**config.mk**
```make
export PLATFORM = sky130hd
export DESIGN_NAME = cpu_reg_dump_flat
export DESIGN_NICKNAME = d
export VERILOG_FILES = /design/src/rtl/cpu_dbg_pkg.sv /design/src/rtl/cpu_reg_dump_if.sv /design/src/rtl/cpu_reg_dump.sv /design/src/flat_wrapper.sv
export SDC_FILE = /design/constraint.sdc
export NUM_CORES = 1
export LEC_CHECK = 0
export BUFFER_PORTS_ARGS = -buffer_cell sky130_fd_sc_hd__buf_4
export CAP_MARGIN = 15
export CORE_ASPECT_RATIO = 1.5
export CORE_MARGIN = 5
export CORE_UTILIZATION = 50
export DETAILED_ROUTE_END_ITERATION = 12
export PLACE_DENSITY = 0.73
export SLEW_MARGIN = 20
export SYNTH_ARGS = -nofsm -noshare
export SYNTH_HDL_FRONTEND = slang
export SYNTH_SLANG_ARGS = --single-unit
```
**constraint.sdc**
```tcl
create_clock -name clk -period 1.69 [get_ports clk]
set_input_delay 0.338 -clock clk [delete_from_list [all_inputs] [get_ports clk]]
set_output_delay 0.338 -clock clk [all_outputs]
set_load 0.01 [all_outputs]
```
**src/rtl/cpu_dbg_pkg.sv**
```systemverilog
// Shared debug definitions: dump FSM encoding,
// sync byte and register-file geometry.
package cpu_dbg_pkg;

  localparam logic [1:0] ST_IDLE = 2'd0;
  localparam logic [1:0] ST_HDR  = 2'd1;
  localparam logic [1:0] ST_LOAD = 2'd2;
  localparam logic [1:0] ST_SEND = 2'd3;

  localparam logic [7:0] HEADER_DEF = 8'hA5;

  localparam int REG_COUNT  = 8;
  localparam int REG_ADDR_W = 3;

endpackage

```
**src/rtl/cpu_reg_dump_if.sv**
```systemverilog
// Byte stream channel from the dump engine
// towards a UART or JTAG debug bridge.
interface cpu_reg_dump_if;

  logic [7:0] out_data;
  logic       out_valid;
  logic       out_ready;

  modport master (
    output out_data,
    output out_valid,
    input  out_ready
  );

  modport slave (
    input  out_data,
    input  out_valid,
    output out_ready
  );

endinterface

```
**src/rtl/cpu_reg_dump.sv**
```systemverilog
// Register-file dump engine: snapshots each register
// and streams header plus little-endian bytes.
module cpu_reg_dump
  import cpu_dbg_pkg::*;
#(
  parameter int         NUM_REGS = REG_COUNT,
  parameter int         ADDR_W   = REG_ADDR_W,
  parameter int         DATA_W   = 32,
  parameter logic [7:0] HEADER   = HEADER_DEF
) (
  input  logic              clk,
  input  logic              rst_n,
  input  logic              start,
  output logic [ADDR_W-1:0] rd_addr,
  input  logic [DATA_W-1:0] rd_data,
  cpu_reg_dump_if.master    dump,
  output logic              busy,
  output logic              done
);

  localparam int NB = DATA_W / 8;
  localparam int CW = (NB > 1) ? $clog2(NB) : 1;
  localparam logic [CW-1:0] LAST_B = CW'(NB - 1);
  localparam logic [ADDR_W-1:0] LAST_A =
    ADDR_W'(NUM_REGS - 1);

  logic [1:0]        state_q, state_d;
  logic [ADDR_W-1:0] addr_q,  addr_d;
  logic [DATA_W-1:0] shift_q, shift_d;
  logic [CW-1:0]     cnt_q,   cnt_d;
  logic [7:0]        data_q,  data_d;
  logic              valid_q, valid_d;
  logic              busy_q,  busy_d;
  logic              done_q,  done_d;
  logic              hs;

  assign hs = valid_q && dump.out_ready;

  always_comb begin
    state_d = state_q;
    addr_d  = addr_q;
    shift_d = shift_q;
    cnt_d   = cnt_q;
    data_d  = data_q;
    valid_d = valid_q;
    busy_d  = busy_q;
    done_d  = 1'b0;
    unique case (state_q)
      ST_IDLE: begin
        if (start) begin
          state_d = ST_HDR;
          addr_d  = '0;
          busy_d  = 1'b1;
          valid_d = 1'b1;
          data_d  = HEADER;
        end
      end
      ST_HDR: begin
        if (hs) begin
          state_d = ST_LOAD;
          valid_d = 1'b0;
        end
      end
      ST_LOAD: begin
        // out_data is registered, so byte 0 is loaded here too
        shift_d = rd_data;
        cnt_d   = '0;
        data_d  = rd_data[7:0];
        valid_d = 1'b1;
        state_d = ST_SEND;
      end
      ST_SEND: begin
        if (hs) begin
          shift_d = shift_q >> 8;
          data_d  = shift_d[7:0];
          cnt_d   = cnt_q + 1'b1;
          if (cnt_q == LAST_B) begin
            valid_d = 1'b0;
            if (addr_q == LAST_A) begin
              state_d = ST_IDLE;
              busy_d  = 1'b0;
              done_d  = 1'b1;
            end else begin
              addr_d  = addr_q + 1'b1;
              state_d = ST_LOAD;
            end
          end
        end
      end
      default: begin
        state_d = ST_IDLE;
        valid_d = 1'b0;
        busy_d  = 1'b0;
      end
    endcase
  end

  always_ff @(posedge clk or negedge rst_n) begin
    if (!rst_n) begin
      state_q <= ST_IDLE;
      addr_q  <= '0;
      shift_q <= '0;
      cnt_q   <= '0;
      data_q  <= '0;
      valid_q <= 1'b0;
      busy_q  <= 1'b0;
      done_q  <= 1'b0;
    end else begin
      state_q <= state_d;
      addr_q  <= addr_d;
      shift_q <= shift_d;
      cnt_q   <= cnt_d;
      data_q  <= data_d;
      valid_q <= valid_d;
      busy_q  <= busy_d;
      done_q  <= done_d;
    end
  end

  assign rd_addr        = addr_q;
  assign dump.out_data  = data_q;
  assign dump.out_valid = valid_q;
  assign busy           = busy_q;
  assign done           = done_q;

endmodule
```
**src/flat_wrapper.sv**
```systemverilog
// flat-port wrapper written by rule: the top's interface ports become plain ports
module cpu_reg_dump_flat import cpu_dbg_pkg::*;
#(
  parameter int         NUM_REGS = REG_COUNT,
  parameter int         ADDR_W   = REG_ADDR_W,
  parameter int         DATA_W   = 32,
  parameter logic [7:0] HEADER   = HEADER_DEF
)
  (clk, rst_n, start, rd_addr, rd_data, busy, done, dump_out_data, dump_out_valid, dump_out_ready);
  cpu_reg_dump_if dump_i ();
  input  logic clk;
  input  logic rst_n;
  input  logic start;
  output logic [ADDR_W-1:0] rd_addr;
  input  logic [DATA_W-1:0] rd_data;
  output logic busy;
  output logic done;
  output wire logic [$bits(dump_i.out_data)-1:0] dump_out_data;
  output wire logic [$bits(dump_i.out_valid)-1:0] dump_out_valid;
  input wire logic [$bits(dump_i.out_ready)-1:0] dump_out_ready;
  assign dump_out_data = dump_i.out_data;
  assign dump_out_valid = dump_i.out_valid;
  assign dump_i.out_ready = dump_out_ready;
  cpu_reg_dump #(.NUM_REGS(NUM_REGS), .ADDR_W(ADDR_W), .DATA_W(DATA_W), .HEADER(HEADER)) u_core (.clk(clk), .rst_n(rst_n), .start(start), .rd_addr(rd_addr), .rd_data(rd_data), .dump(dump_i), .busy(busy), .done(done));
endmodule
```
==> Implementation_results.wiki <==
{| class="wikitable"
! Metric !! Value
|-
| Buf/Inv on CP || 0
|-
| Area used by sequential logic in the layout || 0.00105 sq mm
|-
| Minimum setup slack among reg-to-reg paths || 0.11 ns
|-
| Count of final setup violators || 0
|-
| Share of post-route cells with drive strength above 1 || 48.6%
|-
| Post-CTS Hold Buffers || 0
|-
| Core Util, Final || 63.4%
|-
| First-iteration detailed-routing DRC count || 84
|-
| Most frequent cells in the layout || sky130_fd_sc_hd__buf_4, sky130_fd_sc_hd__dfrtp_1, sky130_fd_sc_hd__mux2_4
|-
| Total number of vias || 1,453
|-
| Worst setup path category || reg -> reg
|-
| Chain of cells forming the critical path || ha_1 > ha_2 > or4b_1 > o211ai_1
|-
| Largest net degree at the start of global routing || 43
|-
| Most frequent standard cell in the layout excluding fill and tap cells || sky130_fd_sc_hd__buf_4
|-
| Post-DR wirelength/cell || 17.1 microns
|-
| Clock root cell || sky130_fd_sc_hd__clkbuf_8
|-
| Wire length of the first global-routing pass || 7670 microns
|-
| Die Width || 63.3 microns
|-
| Worst hold slack after final layout || 0.0139 ns
|-
| Max Fclk || 631 MHz
|-
| Number of global-route vias before repair || 1,646
|-
| Number of buffers added by the clock tree synthesis step || 5
|-
| Power per cell area || 1550 mW/mm^2
|-
| Insertion delay to the later sink of the worst-skew pair || 0.30 ns
|-
| Avg Inst Size Synth || 13.3 sq um
|-
| Crit. End Element || flop
|-
| I/O Pins || 50
|-
| Worst hold path type || in -> async
|-
| Delay of the slowest cell on the worst path || 0.54 ns
|-
| Slowest library cell on the worst path || sky130_fd_sc_hd__or4b_1
|-
| Multi-input combinational cell area || 0.00100 sq mm
|-
| Cells after Synth || 160
|-
| Net count after synthesis || 200
|-
| Type of origin of the critical path || flop
|-
| Critical path arrival || 1.80 ns
|-
| Clock tree buffer depth || 2
|-
| Final hold vios || 0
|-
| Peak VDD IR || 0.000904 V
|-
| Unrepaired setup endpoints after global routing || no
|-
| Sum of overflow across all layers after global routing || 0
|-
| Mapped cell area || 0.00213 sq mm
|-
| Effective utilization at floorplan || 51.1%
|-
| Synth-to-layout area growth || 24.0%
|-
| Number of nets in the layout || 253
|-
| DIE HEIGHT || 90 microns
|-
| Detailed placer's ending HPWL || 3390 microns
|-
| Antenna violation net count after detailed routing || 0
|-
| H-tree depth reported by CTS || 2
|-
| Routed vias/inst || 5.59
|-
| Critical path's top delay family || simple AND/OR/NAND/NOR gates
|-
| Number of placement rows || 29
|-
| Detailed-route DRC error count || 0
|-
| Static leakage || 1.34 nW
|-
| Number of port buffers || 49
|-
| Clock tree from TritonCTS || built
|-
| Clock-pin transition on the worst setup and hold timing paths || 0.08 ns
|-
| Total wirelength of the detailed-routed design || 4430 microns
|-
| Initial antenna violation count || 0
|-
| Max Cap Viol || 0
|-
| Yosys reg bits || 42
|-
| YS warnings || 0
|-
| Clock period minus worst slack || 1.58 ns
|-
| Area of the die || 0.00570 sq mm
|-
| Peak fanout along the critical path || 4
|-
| Final TNS setup || 0 ns
|-
| Post-route clock period utilization || 93.8%
|-
| Crit path required time || 1.90 ns
|-
| First-pass iteration count of the detailed router || 4
|-
| GPL Wtd Cong || 0.788
|-
| N_diodes || 0
|-
| Overall track demand over capacity in global routing || 16.5%
|-
| Register area share after synthesis || 49.3%
|-
| Number of unique standard cell types used by synthesis || 33
|-
| Core Box Area || 0.00417 sq mm
|-
| Clock tree skew after final layout || 0.0133 ns
|-
| Final Slew Violations || 0
|-
| Status || finished, final reports clean
|-
| Actual transition at the worst max-transition pin || 0.572 ns
|-
| Number of inserted filler cells in the final layout || 333
|-
| Clk sink count || 42
|-
| Remaining max-slew budget at the tightest pin || 61.7%
|}
[worst paths after layout]
kind	from	to	depth (start not counted)
min in group clk	rd_data[26]	u_core.shift_q[26]$_DFFE_PN0P_	2
max in group asynchronous	rst_n	u_core.state_q[0]$_DFFE_PN0P_	1
worst max-delay path	u_core.rd_addr[0]$_DFFE_PN0P_	u_core.rd_addr[2]$_DFFE_PN0P_	4
worst min register to register	u_core.busy$_DFFE_PN0P_	u_core.busy$_DFFE_PN0P_	1
worst max register to register	u_core.rd_addr[0]$_DFFE_PN0P_	u_core.rd_addr[2]$_DFFE_PN0P_	4
worst min-delay path	rst_n	u_core.dump.out_data[4]$_DFFE_PN0P_	1
[layout make-up]
type                    instances  share of cell area (%)
well taps                      46                    2.18
repair buffers                 54                    15.8
inverters                       6                   0.851
clock inverters                 1                   0.189
clock buffers                   7                    3.26
multi-input cells             104                    37.9
flip-flops and latches         42                    39.8
[sequential cells by signal, indices dropped and copies added (netlist names)]
name                   cells
u_core.state_q             2
u_core.dump.out_valid      1
u_core.cnt_q               2
u_core.rd_addr             3
u_core.busy                1
u_core.shift_q            24
u_core.dump.out_data       8
u_core.done                1
[per-stage QoR]
step	cells	setup slack (ns)	instance area, sq um	total power [W]
finish	260	0.105	2650	0.00409
global route	260	0.0281	2650	0.00437
CTS	259	0.00865	2630	0.00412
detailed placement	251	0.0294	2540	0.00345
global placement	251	0.131	2540	0.00332
floorplan	160	0.170	2130	0.00290
[routing by layer]
layer / GRT usage (%) / vias to the layer above / wire length, microns
met5: 0 / - / 0
met4: 5.89 / 0 / 81
met3: 4.11 / 8 / 220
met2: 28.6 / 37 / 2410
met1: 19.5 / 719 / 1720
li1: - / 689 / -
[cells by family (layout without fill, tap and decap cells)]
logic type      after synthesis  in the layout  synth area share (%)
compound gates               29             29                  10.8
fa+ha+maj                     4              4                  2.35
buf+inv                      14             68                  3.93
flops                        42             42                  49.3
mux                          42             42                  26.2
simple gates                 29             29                  7.45
[where the power goes]
group	leakage [nW]	switching [W]	total (W)	internal, W
Sequential	0.535	0.000257	0.00165	0.00140
Combinational	0.758	0.000677	0.00177	0.00109
Clock	0.0482	0.000336	0.000666	0.000330
Total	1.34	0.00127	0.00409	0.00282
[cells in the mapped netlist (all sizes together)]
cell	count	area [sq um]
ha	4	50.1
inv	6	22.5
a21oi	2	21.3
mux2	36	499
o211ai	2	15.0
and2	2	15.0
and3	1	6.26
a21o	1	7.51
a22o	13	114
nor2b	2	12.5
mux2i	6	60.1
nand4	2	12.5
o22ai	4	25.0
nor3	2	10.0
dfrtp	42	1050
clkbuf	2	7.51
buf	6	53.8
or4b	2	20.0
nand2b	3	18.8
o2bb2ai	1	8.76
nand3	4	20.0
a31oi	2	12.5
o21ai	3	18.8
nor2	1	3.75
nand2	10	40.0
a22oi	1	7.51
[timing repair]
item	4_1_cts	5_1_grt
resized for setup	0	3
buffers inserted	0	1
endpoints found under the setup margin	0	10
Note: power is estimated with default switching activity, not from simulation.
